$ cat src/rtl/div_pkg.sv
`default_nettype none
// ============================================================================
//  Module  : div_pkg
//  Purpose : Shared types, widths and helpers for the unsigned 16/8
//            sequential divider (unsigned_16by8_seq_div and div_step).
//  Contents: state_e FSM encoding, datapath widths, overflow predicate.
//  Revision: 1.0  initial release
// ============================================================================
package div_pkg;

   localparam int DIVIDEND_W = 16;
   localparam int DIVISOR_W  = 8;
   localparam int Q_W        = 8;
   localparam int CNT_W      = 3;

   typedef enum logic [1:0] {
      IDLE = 2'd0,
      CALC = 2'd1,
      DONE = 2'd2
   } state_e;

   // The quotient fits in Q_W bits only when the upper dividend byte is
   // strictly below the divisor; a zero divisor always fails this test.
   function automatic logic div_overflow(input logic [DIVISOR_W-1:0] dividend_hi,
                                         input logic [DIVISOR_W-1:0] divisor);
      return (divisor == '0) || (dividend_hi >= divisor);
   endfunction

endpackage : div_pkg
`default_nettype wire

$ cat src/rtl/div_step.sv
`default_nettype none
// ============================================================================
//  Module  : div_step
//  Purpose : One combinational restoring-division step: shift the next
//            dividend bit into the partial remainder, subtract the divisor
//            when it fits, and emit the resulting quotient bit.
//  Ports   : partial_in   [8:0] partial remainder entering the step
//            divisor      [7:0] unsigned divisor
//            dividend_bit       next dividend bit (MSB first)
//            partial_out  [8:0] partial remainder leaving the step
//            q_bit              quotient bit produced by this step
//  Revision: 1.0  initial release
// ============================================================================
module div_step
   import div_pkg::*;
(
   input  logic [DIVISOR_W:0]   partial_in,
   input  logic [DIVISOR_W-1:0] divisor,
   input  logic                 dividend_bit,
   output logic [DIVISOR_W:0]   partial_out,
   output logic                 q_bit
);

   logic [DIVISOR_W+1:0] shifted;
   logic [DIVISOR_W:0]   diff;

   always_comb begin
      // Carry one extra bit so the compare is exact for any 9-bit input.
      shifted     = {partial_in, dividend_bit};
      q_bit       = (shifted >= {2'b00, divisor});
      // When the divisor fits, the true difference is below 2*divisor and
      // therefore always representable in 9 bits.
      diff        = shifted[DIVISOR_W:0] - {1'b0, divisor};
      partial_out = q_bit ? diff : shifted[DIVISOR_W:0];
   end

endmodule : div_step
`default_nettype wire

$ cat src/rtl/unsigned_16by8_seq_div.sv
`default_nettype none
// ============================================================================
//  Module  : unsigned_16by8_seq_div
//  Purpose : Sequential unsigned 16/8 restoring divider, one quotient bit
//            per clock, valid/ready handshake on input and output.
//  Ports   : clk, rst_n (async, active-low)
//            in_valid / in_ready      operand handshake (ready only in IDLE)
//            dividend [15:0], divisor [7:0]
//            out_valid / out_ready    result handshake (valid only in DONE)
//            quotient [7:0], remainder [7:0], ovf (div-by-zero / q > 8'hFF)
//  Macro   : DIV_APPROX_EN - stop after quotient bit APPROX_L; the low
//            APPROX_L quotient bits and the remainder are returned as zero.
//  Revision: 1.0  initial release
// ============================================================================
module unsigned_16by8_seq_div
   import div_pkg::*;
#(
   parameter int APPROX_L = 3
)
(
   input  logic                  clk,
   input  logic                  rst_n,
   input  logic                  in_valid,
   output logic                  in_ready,
   input  logic [DIVIDEND_W-1:0] dividend,
   input  logic [DIVISOR_W-1:0]  divisor,
   output logic                  out_valid,
   input  logic                  out_ready,
   output logic [Q_W-1:0]        quotient,
   output logic [DIVISOR_W-1:0]  remainder,
   output logic                  ovf
);

`ifdef DIV_APPROX_EN
   localparam bit APPROX_ON = 1'b1;
`else
   localparam bit APPROX_ON = 1'b0;
`endif

   // Index of the last CALC step and the quotient bits that survive it.
   localparam logic [CNT_W-1:0] STOP_IDX = APPROX_ON ? CNT_W'(APPROX_L) : '0;
   localparam logic [Q_W-1:0]   Q_KEEP   = {Q_W{1'b1}} << STOP_IDX;

   state_e                 state_q,    state_d;
   logic [DIVISOR_W-1:0]   dvd_lo_q,   dvd_lo_d;
   logic [DIVISOR_W-1:0]   dvs_q,      dvs_d;
   logic [DIVISOR_W:0]     part_q,     part_d;
   logic [CNT_W-1:0]       cnt_q,      cnt_d;
   logic [Q_W-1:0]         qwork_q,    qwork_d;
   logic                   ovf_pend_q, ovf_pend_d;
   logic [Q_W-1:0]         quot_q,     quot_d;
   logic [DIVISOR_W-1:0]   rem_q,      rem_d;
   logic                   ovf_q,      ovf_d;

   logic [DIVISOR_W:0]     step_part;
   logic                   step_qbit;

   div_step u_step (
      .partial_in   (part_q),
      .divisor      (dvs_q),
      .dividend_bit (dvd_lo_q[cnt_q]),
      .partial_out  (step_part),
      .q_bit        (step_qbit)
   );

   always_comb begin
      state_d    = state_q;
      dvd_lo_d   = dvd_lo_q;
      dvs_d      = dvs_q;
      part_d     = part_q;
      cnt_d      = cnt_q;
      qwork_d    = qwork_q;
      ovf_pend_d = ovf_pend_q;
      quot_d     = quot_q;
      rem_d      = rem_q;
      ovf_d      = ovf_q;

      case (state_q)
         IDLE: begin
            if (in_valid) begin
               // The upper byte seeds the partial remainder; only the low
               // byte still has to be shifted in bit by bit.
               dvd_lo_d   = dividend[DIVISOR_W-1:0];
               dvs_d      = divisor;
               part_d     = {1'b0, dividend[DIVIDEND_W-1:DIVISOR_W]};
               cnt_d      = CNT_W'(Q_W - 1);
               qwork_d    = '0;
               // Overflow is resolved on the first CALC cycle so that its
               // result appears one cycle after accept.
               ovf_pend_d = div_overflow(dividend[DIVIDEND_W-1:DIVISOR_W], divisor);
               state_d    = CALC;
            end
         end

         CALC: begin
            if (ovf_pend_q) begin
               ovf_pend_d = 1'b0;
               quot_d     = {Q_W{1'b1}};
               rem_d      = {DIVISOR_W{1'b1}};
               ovf_d      = 1'b1;
               state_d    = DONE;
            end else begin
               part_d         = step_part;
               qwork_d[cnt_q] = step_qbit;
               cnt_d          = cnt_q - 1'b1;
               if (cnt_q == STOP_IDX) begin
                  quot_d  = qwork_d & Q_KEEP;
                  rem_d   = APPROX_ON ? '0 : step_part[DIVISOR_W-1:0];
                  ovf_d   = 1'b0;
                  state_d = DONE;
               end
            end
         end

         DONE: begin
            if (out_ready) begin
               state_d = IDLE;
            end
         end

         default: begin
            state_d = IDLE;
         end
      endcase
   end

   always_ff @(posedge clk or negedge rst_n) begin
      if (!rst_n) begin
         state_q    <= IDLE;
         dvd_lo_q   <= '0;
         dvs_q      <= '0;
         part_q     <= '0;
         cnt_q      <= '0;
         qwork_q    <= '0;
         ovf_pend_q <= 1'b0;
         quot_q     <= '0;
         rem_q      <= '0;
         ovf_q      <= 1'b0;
      end else begin
         state_q    <= state_d;
         dvd_lo_q   <= dvd_lo_d;
         dvs_q      <= dvs_d;
         part_q     <= part_d;
         cnt_q      <= cnt_d;
         qwork_q    <= qwork_d;
         ovf_pend_q <= ovf_pend_d;
         quot_q     <= quot_d;
         rem_q      <= rem_d;
         ovf_q      <= ovf_d;
      end
   end

   assign in_ready  = (state_q == IDLE);
   assign out_valid = (state_q == DONE);
   assign quotient  = quot_q;
   assign remainder = rem_q;
   assign ovf       = ovf_q;

endmodule : unsigned_16by8_seq_div
`default_nettype wire

$ cat config.mk
export PLATFORM = sky130hd
export DESIGN_NAME = unsigned_16by8_seq_div
export DESIGN_NICKNAME = d
export VERILOG_FILES = /design/src/rtl/div_pkg.sv /design/src/rtl/div_step.sv /design/src/rtl/unsigned_16by8_seq_div.sv
export SDC_FILE = /design/constraint.sdc
export NUM_CORES = 1
export LEC_CHECK = 0
export ABC_AREA = 0
export BUFFER_PORTS_ARGS = -buffer_cell sky130_fd_sc_hd__buf_2
export CORE_MARGIN = 2
export CORE_UTILIZATION = 55
export CTS_CLUSTER_SIZE = 10
export DETAILED_ROUTE_END_ITERATION = 8
export PLACE_DENSITY = 0.88
export SLEW_MARGIN = 20
export SYNTH_ARGS = -nofsm -noshare
export SYNTH_HDL_FRONTEND = slang
export SYNTH_SLANG_ARGS = --single-unit
$ cat constraint.sdc
create_clock -name clk -period 10.1 [get_ports clk]
set_clock_uncertainty 0.05 [all_clocks]
set_input_delay 0.505 -clock clk [delete_from_list [all_inputs] [get_ports clk]]
set_output_delay 0.505 -clock clk [all_outputs]
set_load 0.005 [all_outputs]
==> flow_metrics.tcl <==
set metrics [dict create \
    worstSetupPathType "flop to flop" \
    setup_viol 0 \
    die_area_um2 6310 \
    synth_area_leader_cell "dfrtp_1" \
    synth_top_area_share 0.448 \
    grt-busiest-layer "met2" \
    synth-simple-area-share 0.164 \
    clockBufferDepth 2 \
    cts_resized 0 \
    finalPower_mw 1.35 \
    fmax_ghz 0.260 \
    drive_above_1_share 0.155 \
    start_util 0.569 \
    use_met3 0.0611 \
    tritoncts "yes" \
    cp-end-kind "flop" \
    viasPerCell 6.25 \
    synth-async-reset-ratio 1.00 \
    setup_tns_ps 0 \
    slew_headroom 0.480 \
    p_per_area_nw_per_um2 385 \
    status "complete, no violations" \
    syn_nets 394 \
    cpMaxStageDelayCell "nor3_1" \
    first_global_vias 2712 \
    drv_slew 0 \
    nFillCells 436 \
    rsz0062_at_grt "no" \
    hold_class "primary input to asynchronous set/reset pin" \
    grt_pass1_wl_um 13400 \
    fin_crit_ps 3840 \
    cp.required_ps 10240 \
    grt_overflow_total 0 \
    first_iter_violations 409 \
    cp_cell_sequence "clkinv_1, nor3_1, a222oi_1, ha_1, inv_1, fa_1, nand3_1, a21oi_1, nor4_4, buf_4, nand2b_1, o41ai_1" \
    finalHoldViolCount 0 \
    synth-adder-area-share 0.0783 \
    num_vias 2867 \
    drt_pre_antenna_iters 8 \
    drcViolationCount 0 \
    portBuffers 46 \
    antenna_found_initial 0 \
    synth-edff-count 0 \
    ant_nets 0 \
    worst_pin_slew_ps 760 \
    ys_warn_count 0 \
    ir_worst_vdd_uv 176 \
    cap_viol_max_count 0 \
    dp_hpwl_um 5660 \
    synthesis.area_um2 3130 \
    clk_latency_ps 320 \
    avgSynthCellArea_um2 9.02 \
    arrival_ps 3980 \
    ios 47 \
    grt_max_degree 57 \
    met2_usage 0.427 \
    routed_wl_um 7790 \
    synth_xor_area_frac 0.0112 \
    syn_inst 347 \
    grt_use_total 0.275 \
    synth_mux_area_frac 0.0356 \
    crit_fanout 14 \
    fp.coreArea_um2 5510 \
    post_cts_buffers 0 \
    leakagePower_nw 1.67 \
    cts_htree_levels 2 \
    seq_area_frac_synth 0.448 \
    die_y_um 79.4 \
    syn2layout_area_growth_pct 12.3 \
    hold_buffers 0 \
    row_count 27 \
    cts.sinks 56 \
    reg2regPathDepth 12 \
    ys_ff_latch 56 \
    num_antenna_cells 0 \
    crit_buf_inv 3 \
    crit_cells 12 \
    synth_cell_types 48 \
    crit_path_start_kind "flop" \
    path_delay_family "simple AND/OR/NAND/NOR gates" \
    synth_compound_area_frac 0.211 \
    place.gp.congestion 0.972 \
    post_drt_wl_per_cell_um 17.0 \
    cts-root-buf "clkbuf_8" \
    clkSlewWorstSetupHoldPaths_ps 100 \
    cp_slowest_stage_delay_ps 580 \
    die_width_um 79.4 \
    synth_area_leaders "dfrtp_1 (45%), ha_1 (7.2%), nand2_1 (5.8%)" \
    synthFlopType "dfrtp_1" \
    synth_top_family_by_area "compound AO/OA/AOI/OAI gates" \
    nets 433 \
    period_share 0.380 \
    numCtsBuffers 5 \
    use_met1 0.379 \
]
-- final timing paths --
check	start	end	slack, ps
max in group asynchronous	rst_n	part_q[5]	9290
setup reg to reg	cnt_q[0]	qwork_q[5]	6260
min in group clk	dividend[5]	dvd_lo_q[5]	320
setup / recovery	cnt_q[0]	qwork_q[5]	6260
hold reg to reg	ovf	ovf	450
hold / removal	rst_n	dvs_q[4]	250
-- through the flow --
step / setup WS (ps) / utilization / hold WS, ps / instances / area, um^2
after floorplan: 6910 / - / 159 / 347 / 3130
after global placement: 6690 / 0.618 / 412 / 451 / 3400
after detailed placement: 6420 / 0.618 / 427 / 451 / 3400
after CTS: 6380 / 0.638 / 282 / 459 / 3520
after global routing: 6050 / 0.638 / 316 / 459 / 3520
final: 6260 / 0.638 / 252 / 459 / 3520
-- cell families (layout without fill, tap and decap cells) --
family,Yosys count,after routing
muxes,11,11
DFF,56,56
and+or+nand+nor,111,111
xor gates and xnor gates,4,4
adders and majority gates,19,19
AOI/OAI and AO/OA,104,104
buffers and inverters,42,82
-- layout by cell type, fill, tap and decap left out, types with 2 or more instances in the layout --
cell	netlist	final
o211ai_1	4	4
a22o_1	6	6
o22a_1	2	2
buf_2	1	46
nand3_1	9	9
nor2b_1	4	4
o32ai_1	4	4
dfrtp_1	56	56
ha_1	18	18
clkbuf_8	0	5
nand2_1	48	48
mux2i_1	10	10
a21oi_1	29	28
xor2_1	4	4
a21o_1	4	4
nor3_1	10	10
nor4_1	2	2
o21a_1	2	2
o21ai_1	6	6
a31oi_1	8	8
buf_4	1	2
nor2_1	22	22
a21oi_2	1	2
inv_1	25	25
nand4_1	2	2
o22ai_1	6	6
o41ai_1	2	2
nand2b_1	7	7
o21ai_0	20	20
and3_1	3	3
-- per-layer routing --
| metal | wire length (um) | vias to the layer above |
|---|---|---|
| met3 | 705 | 27 |
| met5 | 0 | - |
| met2 | 3560 | 180 |
| met1 | 3280 | 1355 |
| li1 | - | 1305 |
| met4 | 245 | 0 |
-- state kept, by name, summed over array words and instances, names as in the netlist --
register,cells
qwork_q,8
remainder,8
ovf_pend_q,1
quotient,8
cnt_q,3
dvs_q,8
state_q,2
dvd_lo_q,8
ovf,1
part_q,9
-- synth_stat cells (all sizes together) (2+ instances only) --
| library cell | count |
|---|---|
| a21o | 4 |
| a21oi | 30 |
| a22o | 6 |
| a31oi | 8 |
| and3 | 3 |
| buf | 3 |
| clkbuf | 13 |
| dfrtp | 56 |
| ha | 18 |
| inv | 25 |
| mux2i | 10 |
| nand2 | 48 |
| nand2b | 7 |
| nand3 | 9 |
| nand4 | 2 |
| nor2 | 22 |
| nor2b | 4 |
| nor3 | 10 |
| nor4 | 3 |
| o211ai | 4 |
| o21a | 2 |
| o21ai | 26 |
| o22a | 2 |
| o22ai | 6 |
| o32ai | 4 |
| o41ai | 2 |
| xor2 | 4 |
-- report_power, final --
| group | switching [mW] | internal (mW) | total [mW] | leakage [nW] |
|---|---|---|---|---|
| Combinational | 0.481 | 0.302 | 0.783 | 0.943 |
| Clock | 0.0757 | 0.0751 | 0.151 | 0.0558 |
| Sequential | 0.0875 | 0.333 | 0.420 | 0.676 |
| Total | 0.645 | 0.710 | 1.35 | 1.67 |
-- area by class of cell --
class,count,area [um^2],area share
clock inverter,2,38.8,0.0110
sequential,56,1400,0.399
timing repair buffer,48,245,0.0698
multi-input combinational,249,1570,0.447
clock buffer,6,72.6,0.0206
tap,72,90.1,0.0256
inverter,26,97.6,0.0278
No activity file was read; power rests on OpenSTA's default activity.
